**src/rtl/uart_ctrl_pkg.sv**
```systemverilog
// Shared types and register map for the UART port arbiter.
// The FSM, its sub-blocks and any test code all import this package.
package uart_ctrl_pkg;

  typedef enum logic [3:0] {
    ST_IDLE,
    ST_RX_SEL,
    ST_RX_CAPT,
    ST_RX_CLR,
    ST_TX_LOAD,
    ST_TX_START,
    ST_TX_WAIT,
    ST_TX_ABORT,
    ST_SETTLE
  } state_t;

  localparam logic CTRL_REG = 1'b0;
  localparam logic DATA_REG = 1'b1;

  localparam int unsigned CTRL_SEND_BIT = 0;
  localparam int unsigned CTRL_RX_BIT   = 1;

  function automatic logic [31:0] byte_word(input logic [7:0] b);
    return {24'h0, b};
  endfunction

endpackage

```
**src/rtl/uart_port_arbiter_rr_arbiter.sv**
```systemverilog
// Combinational round-robin arbiter: grants the first requester after ptr,
// wrapping around, as a one-hot vector plus its index.
module rr_arbiter #(
  parameter int unsigned N_REQ = 2,
  localparam int unsigned PW = $clog2(N_REQ)
) (
  input  logic [N_REQ-1:0] req,
  input  logic [PW-1:0]    ptr,
  output logic [N_REQ-1:0] grant,
  output logic [PW-1:0]    grant_idx
);

  int unsigned idx;
  logic        found;

  always_comb begin
    grant     = '0;
    grant_idx = '0;
    found     = 1'b0;
    idx       = 0;
    // Scan ptr+1 .. ptr+N_REQ so the last winner is considered last.
    for (int unsigned i = 1; i <= N_REQ; i++) begin
      idx = (32'(ptr) + i) % N_REQ;
      if (!found && req[PW'(idx)]) begin
        grant[PW'(idx)] = 1'b1;
        grant_idx       = PW'(idx);
        found           = 1'b1;
      end
    end
  end

endmodule

```
**src/rtl/uart_port_arbiter.sv**
```systemverilog
// Sequences the UART control/data register interface: services RX bytes first,
// then shares the transmitter between N_REQ requesters round-robin.
module uart_port_arbiter
  import uart_ctrl_pkg::*;
#(
  parameter int unsigned N_REQ      = 2,
  parameter int unsigned TX_TIMEOUT = 200000
) (
  input  logic                 clk_i,
  input  logic                 reset_n_i,
  input  logic [N_REQ-1:0]     req_valid_i,
  input  logic [8*N_REQ-1:0]   req_data_i,
  output logic [N_REQ-1:0]     req_ready_o,
  input  logic [31:0]          salida_perif_i,
  output logic                 wr_o,
  output logic                 reg_sel_o,
  output logic [31:0]          entrada_perif_o,
  output logic [7:0]           rx_data_o,
  output logic                 rx_valid_o,
  output logic                 busy_o,
  output logic                 tx_error_o,
  input  logic                 clear_err_i
);

  localparam int unsigned PW = $clog2(N_REQ);
  localparam int unsigned CW = $clog2(TX_TIMEOUT) + 1;
  localparam logic [CW-1:0] WAIT_LAST = CW'(TX_TIMEOUT - 1);

  state_t            st, st_d;
  logic [PW-1:0]     ptr, ptr_d;
  logic [CW-1:0]     cnt, cnt_d;
  logic [N_REQ-1:0]  gnt;
  logic [PW-1:0]     gnt_idx;
  logic [7:0]        gnt_byte;

  logic              wr_d, sel_d, rx_valid_d, busy_d, err_d;
  logic [31:0]       din_d;
  logic [7:0]        rx_data_d;
  logic [N_REQ-1:0]  ready_d;

  logic              unused_bits;
  assign unused_bits = ^salida_perif_i[31:8];

  rr_arbiter #(.N_REQ(N_REQ)) u_arb (
    .req       (req_valid_i),
    .ptr       (ptr),
    .grant     (gnt),
    .grant_idx (gnt_idx)
  );

  always_comb begin
    gnt_byte = '0;
    for (int unsigned i = 0; i < N_REQ; i++) begin
      gnt_byte = gnt_byte | (req_data_i[8*i +: 8] & {8{gnt[i]}});
    end
  end

  // Outputs are decoded from the next state and registered, so each output
  // register holds the value belonging to the state it is entering.
  always_comb begin
    st_d       = st;
    ptr_d      = ptr;
    cnt_d      = cnt;
    wr_d       = 1'b0;
    sel_d      = CTRL_REG;
    din_d      = '0;
    rx_data_d  = rx_data_o;
    rx_valid_d = 1'b0;
    ready_d    = '0;
    err_d      = tx_error_o & ~clear_err_i;

    unique case (st)
      ST_IDLE: begin
        if (salida_perif_i[CTRL_RX_BIT]) begin
          st_d  = ST_RX_SEL;
          sel_d = DATA_REG;
        end else if (|req_valid_i) begin
          st_d    = ST_TX_LOAD;
          ptr_d   = gnt_idx;
          wr_d    = 1'b1;
          sel_d   = DATA_REG;
          din_d   = byte_word(gnt_byte);
          ready_d = gnt;
        end
      end
      ST_RX_SEL: begin
        st_d       = ST_RX_CAPT;
        sel_d      = DATA_REG;
        rx_data_d  = salida_perif_i[7:0];
        rx_valid_d = 1'b1;
      end
      ST_RX_CAPT: begin
        st_d = ST_RX_CLR;
        wr_d = 1'b1;
      end
      ST_RX_CLR: st_d = ST_SETTLE;
      ST_TX_LOAD: begin
        st_d  = ST_TX_START;
        wr_d  = 1'b1;
        din_d = 32'h1;
        cnt_d = '0;
      end
      ST_TX_START: begin
        st_d  = ST_TX_WAIT;
        cnt_d = '0;
      end
      ST_TX_WAIT: begin
        // cnt == 0 marks the settling cycle, whose readback is ignored.
        if (cnt == '0) begin
          cnt_d = cnt + CW'(1);
        end else if (!salida_perif_i[CTRL_SEND_BIT]) begin
          st_d = ST_SETTLE;
        end else if (cnt == WAIT_LAST) begin
          st_d  = ST_TX_ABORT;
          wr_d  = 1'b1;
          err_d = 1'b1;
        end else begin
          cnt_d = cnt + CW'(1);
        end
      end
      // Abort gets its own one-cycle state carrying the reg0=0 write.
      ST_TX_ABORT: st_d = ST_SETTLE;
      ST_SETTLE:   st_d = ST_IDLE;
      default:     st_d = ST_IDLE;
    endcase

    busy_d = (st_d != ST_IDLE);
  end

  always_ff @(posedge clk_i or negedge reset_n_i) begin
    if (!reset_n_i) begin
      st              <= ST_IDLE;
      ptr             <= PW'(N_REQ - 1);
      cnt             <= '0;
      wr_o            <= 1'b0;
      reg_sel_o       <= 1'b0;
      entrada_perif_o <= '0;
      rx_data_o       <= '0;
      rx_valid_o      <= 1'b0;
      req_ready_o     <= '0;
      busy_o          <= 1'b0;
      tx_error_o      <= 1'b0;
    end else begin
      st              <= st_d;
      ptr             <= ptr_d;
      cnt             <= cnt_d;
      wr_o            <= wr_d;
      reg_sel_o       <= sel_d;
      entrada_perif_o <= din_d;
      rx_data_o       <= rx_data_d;
      rx_valid_o      <= rx_valid_d;
      req_ready_o     <= ready_d;
      busy_o          <= busy_d;
      tx_error_o      <= err_d;
    end
  end

endmodule

```
**config.mk**
```make
export PLATFORM = sky130hd
export DESIGN_NAME = uart_port_arbiter
export DESIGN_NICKNAME = d
export VERILOG_FILES = /design/src/rtl/uart_ctrl_pkg.sv /design/src/rtl/uart_port_arbiter_rr_arbiter.sv /design/src/rtl/uart_port_arbiter.sv
export SDC_FILE = /design/constraint.sdc
export NUM_CORES = 1
export LEC_CHECK = 0
export ABC_CLOCK_PERIOD_IN_PS = 2000
export CAP_MARGIN = 10
export CORE_UTILIZATION = 39
export CTS_CLUSTER_DIAMETER = 150
export DETAILED_ROUTE_END_ITERATION = 8
export GPL_ROUTABILITY_DRIVEN = 0
export GPL_TIMING_DRIVEN = 0
export PLACE_DENSITY = 0.74
export SLEW_MARGIN = 5
export SYNTH_ARGS = -nofsm -noshare
export SYNTH_HDL_FRONTEND = slang
export SYNTH_SLANG_ARGS = --single-unit
```
**constraint.sdc**
```tcl
create_clock -name clk_i -period 2 [get_ports clk_i]
set_input_delay 0.4 -clock clk_i [delete_from_list [all_inputs] [get_ports clk_i]]
set_output_delay 0.4 -clock clk_i [all_outputs]
set_load 0.01 [all_outputs]
```
* Word level (Yosys, flattened, before mapping) *
Cells that the tools add are included.

word-level totals
  register bits = 71
  bits of input ports = 53
  output and inout port bits = 47
  logic and storage cells = 91

operators by class
  $add $sub $neg = 3
  $lt $le $gt $ge = 4
  equality and inequality tests = 10
  mux-type cells = 42
  bitwise logic cells = 7
  reductions and logical operators = 14

operators with widths
  cell                   number
  $mux 19                3
  $pmux 19 s2            1
  $pmux 4 s7             1
  $mux 1                 20
  $mux 4                 5
  $add 19x1->19 const B  1
  $eq 19x18->1 const B   1
  $logic_not 19->1       1
  $and 8x8->8            2
  $eq 4x3->1 const B     4
  $mux 8                 2
  $pmux 8 s2             1
  $mux 2                 5
  $eq 4x2->1 const B     2
  $or 8x8->8             1
  $reduce_or 2->1        4
  $ne 3x3->1 const B     2
  $reduce_and 3->1       2
  $eq 4x1->1 const B     1
  $logic_not 4->1        1
  $lt 1x2->1 const B     2
  $reduce_bool 4->1      1
  $logic_and 1x1->1      3
  $pmux 1 s3             1
  other kinds (9)        13

* Logic depth before layout (Yosys ltp) *
Gate-level depths: netlist of the first run.

  word-level depth = 13
  depth in mapped cells = 8
  gate-level depth less buffers = 7

* Cells and area by module *
Synthesis of the first run repeated with hierarchy kept, for this count alone.

unflattened totals
  cells, all modules = 245
  area, all modules = 2,434.8 um2

modules (own cells, without submodules)
  module             times used  cells each  area an instance (um2)  sequential area each (um2)
  uart_port_arbiter  1           241         2,408.6                 1,177.4
  rr_arbiter         1           4           26.3                    0.0

* Worst setup path after synthesis of the first run *
No wires, ideal clock.

  kind = register to register
  start point = register cnt[10]
  end point = register cnt[5]
  library setup time = 78 ps
  data arrival time = 1,922 ps
  data required time = 1,922 ps
  slack = 0 ps
  stages on the path, launching flop included = 7
  buffers on the path = 1
  clock period less this slack = 2,000 ps
  cell sequence = dfrtp_1 -> or4_4 -> nor3b_2 -> a31oi_1 -> buf_6 -> or4_1 -> a21oi_1

between the ends
  word-level cells in the longest chain between the ends = 3
  elaborated cells between the ends (all ways) = 7
  classes of those cells = 3 x eq/ne; 2 x mux; 2 x reduce/logical

RTL lines
  what                                                              line                                                source
  from (decl)                                                       uart_port_arbiter.sv:31                             logic [CW-1:0] cnt, cnt_d;
  from (signal assigned)                                            uart_port_arbiter.sv:146                            cnt <= cnt_d;
  $eq 19x18->1 / $logic_not 19->1 (equally long branches)           uart_port_arbiter.sv:113, uart_port_arbiter.sv:109
  $ne 3x3->1 (no line) / $mux 19 (equally long branches)            --
  $reduce_and 3->1 (no line) / $pmux 19 s2 (equally long branches)  --

Several ways; a longest one is shown, not always the timed one.
A chain may end at the register's enable or synchronous reset.

* Worst setup path after layout of the first run *
  start point = register cnt[16]
  end point = register cnt[5]

Same word-level chain as after synthesis.

==> results of run 1 <==
layout by cell type, fill, tap and decap left out, drive strengths merged, types with 3 or more instances in the layout:
cell type / count
clkdlybuf4s50: 50
dfrtp: 46
buf: 37
nor2: 28
conb: 24
nand2: 19
a21oi: 12
clkbuf: 11
nand3: 9
xor2: 9
nand4: 8
mux2: 8
nand2b: 7
or4: 7
inv: 6
a22oi: 6
o21ai: 5
nor4: 5
nor3: 4
o31ai: 4
and2: 4
and3: 4
a21boi: 3
mux2i: 3
a31oi: 3
metrics by stage:
step,instance area (µm²),worst slack (ns),power (mW)
floorplan,2560,0.00672,2.30
global placement,3170,-0.837,2.88
detailed placement,3190,-0.520,2.94
CTS,3420,-0.100,3.80
global route,3450,-0.163,4.04
finish,3450,-0.0884,3.81
layout make-up:
cell class              instances  area share
clock buffers                   6      0.0239
repair buffers                 61       0.173
well taps                      75      0.0272
multi-input cells             191       0.355
plain buffers                  31      0.0627
clock inverters                 2      0.0101
flip-flops and latches         47       0.342
inverters                       6     0.00652
critical path: stages (launching register included):
cell	delay [ns]
dfrtp_1	0.39
or4_4	0.56
nor3b_4	0.24
a31oi_4	0.14
buf_6	0.15
or4_4	0.41
a21oi_2	0.12
final timing paths:
check                             start           end  slack, ns  cells past startpoint
min reg2reg                rx_data_o[5]  rx_data_o[5]       0.51                      1
max                             cnt[16]        cnt[5]      -0.09                      6
max reg2reg                     cnt[16]        cnt[5]      -0.09                      6
max in group asynchronous     reset_n_i           ptr       1.31                      2
min in group clk_i         rx_data_o[5]  rx_data_o[5]       0.51                      1
min                           reset_n_i  rx_data_o[4]       0.07                      1
cell usage after synthesis (5+ instances only):
master,n,share of area
a21oi_1,11,0.022
a22oi_1,6,0.018
buf_4,24,0.073
clkbuf_1,7,0.011
dfrtp_1,46,0.46
inv_1,6,0.0091
mux2_2,8,0.036
nand2_1,19,0.029
nand2b_1,7,0.018
nand3_1,9,0.018
nand4_1,8,0.020
nor2_1,27,0.041
nor4_1,5,0.013
or4_1,6,0.018
xor2_1,9,0.032
cells by family (layout without fill, tap and decap cells):
group	Yosys count	in the layout	synth area share
buffers and inverters	39	106	0.0990
adders and majority gates	2	2	0.0101
DFF	47	47	0.475
xor gates and xnor gates	9	9	0.0318
AOI/OAI and AO/OA	45	45	0.124
other	1	24	0.00151
and+or+nand+nor	100	100	0.209
muxes	11	11	0.0485
sequential cells by signal, indices dropped and copies added (netlist names):
register	flops
rx_valid_o	1
busy_o	1
ptr	1
rx_data_o	8
entrada_perif_o	8
reg_sel_o	1
cnt	19
st	4
tx_error_o	1
wr_o	1
req_ready_o	2
routing by layer:
| layer | vias to the layer above | share of wire | wire [µm] | track usage |
|---|---|---|---|---|
| met1 | 1037 | 0.42 | 2510 | 0.242 |
| li1 | 1041 | - | - | - |
| met3 | 10 | 0.052 | 313 | 0.0356 |
| met4 | 0 | 0.019 | 112 | 0.0719 |
| met5 | - | 0 | 0 | 0 |
| met2 | 74 | 0.51 | 3040 | 0.344 |
where the power goes:
group          internal, mW  switching, mW  total [mW]  leakage, nW
clock network         0.405          0.325       0.730       0.0612
registers              1.18          0.172        1.36        0.617
logic                 0.850          0.876        1.73        0.919
what timing repair did:
| action | CTS | global route |
|---|---|---|
| resized for setup | 15 | 6 |
| hold buffers | 0 | 0 |
| setup buffers | 6 | 2 |
| setup endpoints to repair | 24 | 14 |
| cloned | 1 | 0 |
| pin swaps | 12 | 1 |
==> results.md, run 1 <==
* Status: finished, violations left
* Failing checks: negative setup slack
* Clock Path Buffers at 2
* Hold Crit Class: in -> async
* Vias in the first global route at 2,112
* Fill cell count at approximately 530
* Slew Viols, Final at 0
* Initial DRC count at 185
* CP Max Fanout at 5
* Total global-route track usage at 0.197
* Main synth FF type: dfrtp_1
* Yosys reg bits at 47
* Setup ws final at -0.0884 ns
* Antenna Cells at 0
* Register area share after synthesis at 0.475
* FMAX at ~0.48 GHz
* Tmin final at 2.09 ns
* Fin cells at roughly 420
* # IOs at 100
* Syn-to-layout area delta at 39.5%
* First-pass DRT Iterations at 4
* H-tree levels at 2
* Via Count at 2,162
* RSZ-0062 raised after global routing: true
* Synth async-reset ratio at 1.00
* Fin util at 0.573
* Cells after Synth at approximately 250
* WHS at 0.0749 ns
* Die Width at between 80 and 90 µm
* Leakage dissipation at between 1.5 and 2 nW
* Worst slew margin at 0.607
* Yosys warning count at 0
* Required time of the critical path at 2.24 ns
* Post-synth EDFFs at 0
* Post-Syn Area per Cell at 9.75 µm²
* DRC viols at 0
* Post-synth design cell area at 2480 µm²
* Setup_tns at -0.202 ns
* Multi-input logic area at 1220 µm²
* Worst setup SP type: flip-flop
* Max_cap viols at 0
* Std cell rows at 28
* Overflow after GRT at 0
* Share of cells above drive strength 1 at 0.215
* Initial core utilization at 0.411
* Antenna violations before repair at 0
* WL/cell at 14.2 µm
* Clock Tree Root: clkbuf_8
* Power per cell area at roughly 1100 nW/µm²
* IO Port Bufs at between 50 and 60
* Worst Tran Pin Value at 0.590 ns
* Layout Nets at slightly below 400
* CTS sink count at 47
* Hpwl dp at 4.25 mm
* Core Region at 6030 µm²
* CTS tree: built
* Final setup skew at 0.0111 ns
* Via-to-Cell Ratio at 5.16
* WP data arrival at 2.33 ns
* Critical path class: reg -> reg
* Worst-path clk slew at around 0.09 ns
* Final antenna-violating net count at 0
* Drt total wl at 5.97 mm
* Die ar. at around 6700 µm²
* First-pass GRT wire length at 9.98 mm
* Yosys cell types at 44
* Vert. Die Dim at 81.7 µm
* Largest net degree at the start of global routing at 25
* Tcrit/Tclk final at 1.04
* Fin. Hold Viols at 0
* VDD IR max at 0.467 mV
* CTS Buf Count at 5
* Final setup fails at 5
* FF+latch area at ~1200 µm²
* Inst Count DP at 404
* Crit. End Element: flip-flop
* Worst skew pair latency at around 0.31 ns
No activity file was read; power rests on OpenSTA's default activity.
==> run 2, diff against run 1 <==
--- a/config.mk
+++ b/config.mk
@@ -7,6 +7,7 @@
 export LEC_CHECK = 0
 export ABC_CLOCK_PERIOD_IN_PS = 2000
 export CAP_MARGIN = 10
+export CORE_MARGIN = 2
 export CORE_UTILIZATION = 39
 export CTS_CLUSTER_DIAMETER = 150
 export DETAILED_ROUTE_END_ITERATION = 8
==> results.md, run 2 (synthesis gave the netlist of run 1 again) <==
* Status: finished, violations left
* Failing checks: negative setup slack
* WL/cell at 14.3 µm (+0.51%)
* Leakage dissipation at 1.62 nW (+1.6%)
* Initial core utilization at 0.397 (-0.0142)
* First-pass DRT Iterations at 4 (unchanged)
* VDD IR max at 0.565 mV (+21%)
* Worst skew pair latency at 0.30 ns (about the same)
* Commonest non-fill, non-tap cell in the layout: clkdlybuf4s50_1
* FMAX at 0.470 GHz (-1.8%)
* Critical-path cell list: or4_4 > nor3b_4 > a31oi_4 > buf_6 > or4_1 > nand2_1
* Critical path class: reg -> reg
* Drt total wl at 6.07 mm (+1.7%)
* Final setup fails at 7 (+2)
* Final Cell Area at 3550 µm² (+2.8%)
* Std cell rows at 29 (+3.6%)
* CTS Buf Count at 5 (unchanged)
* Post-route total power at 3.98 mW (+4.5%)
* Final antenna-violating net count at 0 (unchanged)
* FF+latch area at 1180 µm² (+0.11%)
* Largest net degree at the start of global routing at 31 (+24%)
* Worst Tran Pin Value at 0.533 ns (-0.0569 ns)
* Die Width at 83.7 µm (+2.4%)
* First-pass GRT wire length at 9.71 mm (-2.7%)
* WP data arrival at 2.37 ns (+0.04 ns)
* Required time of the critical path at 2.24 ns (about the same)
* Fin. Hold Viols at 0 (unchanged)
* Worst path top cell family by delay: simple AND/OR/NAND/NOR gates
* Worst slew margin at 0.644 (+0.0372)
* Hold Crit Class: in -> async
* Core Region at 6240 µm² (+3.6%)
* Crit. End Element: flip-flop
* Antenna Cells at 0 (unchanged)
* Share of cells above drive strength 1 at 0.233 (+0.0183)
* Vert. Die Dim at 83.7 µm (+2.4%)
* DP Area at 3180 µm² (-0.16%)
* Tcrit/Tclk final at 1.06 (+0.0190)
* CP bufs+invs at 1 (unchanged)
* Via Count at 2,172 (+0.46%)
* DRC viols at 0 (unchanged)
* Hpwl dp at 4.32 mm (+1.7%)
* Overflow after GRT at 0 (unchanged)
* Layout Nets at 401 (+0.75%)
* H-tree levels at 2 (unchanged)
* Setup_tns at -0.425 ns (-0.223 ns)
* Largest reg by FF count: cnt
* Clock Path Buffers at 2 (unchanged)
* Commonest non-fill, non-tap cells in the layout: clkdlybuf4s50_1, dfrtp_1, buf_4, nor2_1, conb_1
* CTS sink count at 47 (unchanged)
* Top Registers: cnt: 19 flops, entrada_perif_o: 8 flops, rx_data_o: 8 flops
* Syn-to-layout area delta at 43.4%
* Critical Path Max Stage Delay at 0.57 ns (about the same)
* Inst Count DP at 406 (+0.50%)
* Initial DRC count at 184 (-0.54%)
* Fin cells at 424 (+1.2%)
* Final setup skew at 0.00668 ns (-0.00444 ns)
* IO Port Bufs at 51 (unchanged)
* WHS at 0.0176 ns (-0.0573 ns)
* Via-to-Cell Ratio at 5.12 (-0.72%)
* Die ar. at 7000 µm² (+5.0%)
* Worst setup SP type: flip-flop
* Clock Tree Root: clkbuf_8
* CTS tree: built
* Setup ws final at -0.126 ns (-0.0380 ns)
* Antenna violations before repair at 0 (unchanged)
* Max_cap viols at 0 (unchanged)
* Fill cell count at 539 (+2.7%)
* Power per cell area at 1120 nW/µm² (+1.6%)
* Slowest CP cell: or4_4
* Total global-route track usage at 0.172 (-0.0252)
* Multi-input logic area at 1270 µm² (+3.6%)
* Worst-path clk slew at 0.09 ns (about the same)
* # IOs at 100 (unchanged)
* Vias in the first global route at 2,047 (-3.1%)
* Tmin final at 2.13 ns (+0.0380 ns)
* Slew Viols, Final at 0 (unchanged)
* Largest register FFs at 19 (unchanged)
* RSZ-0062 raised after global routing: true
* CP Max Fanout at 8 (+3)
-- run 2: power by group --
| group | switching (mW) | internal [mW] | leakage (nW) |
|---|---|---|---|
| clock | 0.328 | 0.498 | 0.0644 |
| sequential | 0.171 | 1.19 | 0.616 |
| combinational | 0.902 | 0.899 | 0.943 |
| total | 1.40 | 2.58 | 1.62 |
-- run 2: path summary, 6_finish.rpt --
path | slack, ns | startpoint | cells past startpoint | to
max | -0.13 | cnt[16] | 6 | cnt[12]
min | 0.02 | reset_n_i | 1 | rx_data_o[2]
max reg2reg | -0.13 | cnt[16] | 6 | cnt[12]
min reg2reg | 0.51 | rx_data_o[1] | 1 | rx_data_o[1]
max in group asynchronous | 1.40 | reset_n_i | 2 | ptr
min in group clk_i | 0.51 | rx_data_o[1] | 1 | rx_data_o[1]
-- run 2: worst register-to-register path, delay by kind of cell (launching register included) --
family	cells	cell delay, ns
simple gates	4	1.39
flops	1	0.40
compound gates	1	0.13
buf+inv	1	0.15
-- run 2: metal layers --
metal,global-route usage,part of all wire,wire length [µm],up-vias
met5,0,0,0,-
li1,-,-,-,1043
met4,0.0689,0.018,110,0
met1,0.216,0.41,2470,1053
met2,0.292,0.53,3210,65
met3,0.0317,0.046,281,11
-- run 2: area by class of cell --
| cell class | instances | area share |
|---|---|---|
| multi-input combinational | 191 | 0.357 |
| buffer | 31 | 0.0627 |
| sequential | 47 | 0.333 |
| clock buffer | 5 | 0.0194 |
| timing repair buffer | 64 | 0.175 |
| tap | 77 | 0.0271 |
| clock inverter | 3 | 0.0190 |
| inverter | 6 | 0.00634 |
-- run 2: what timing repair did --
action / 4_1_cts / 5_1_grt
setup endpoints to repair: 24 / 25
pin swaps: 1 / 14
setup buffers: 4 / 8
gates resized for setup: 6 / 27
hold buffers: 0 / 0
-- run 2: metrics by stage --
stage	setup slack, ns	util
global route	-0.172	0.569
finish	-0.126	0.569
detailed placement	-0.560	0.510
global placement	-0.773	0.508
floorplan	0.00672	-
CTS	-0.127	0.539
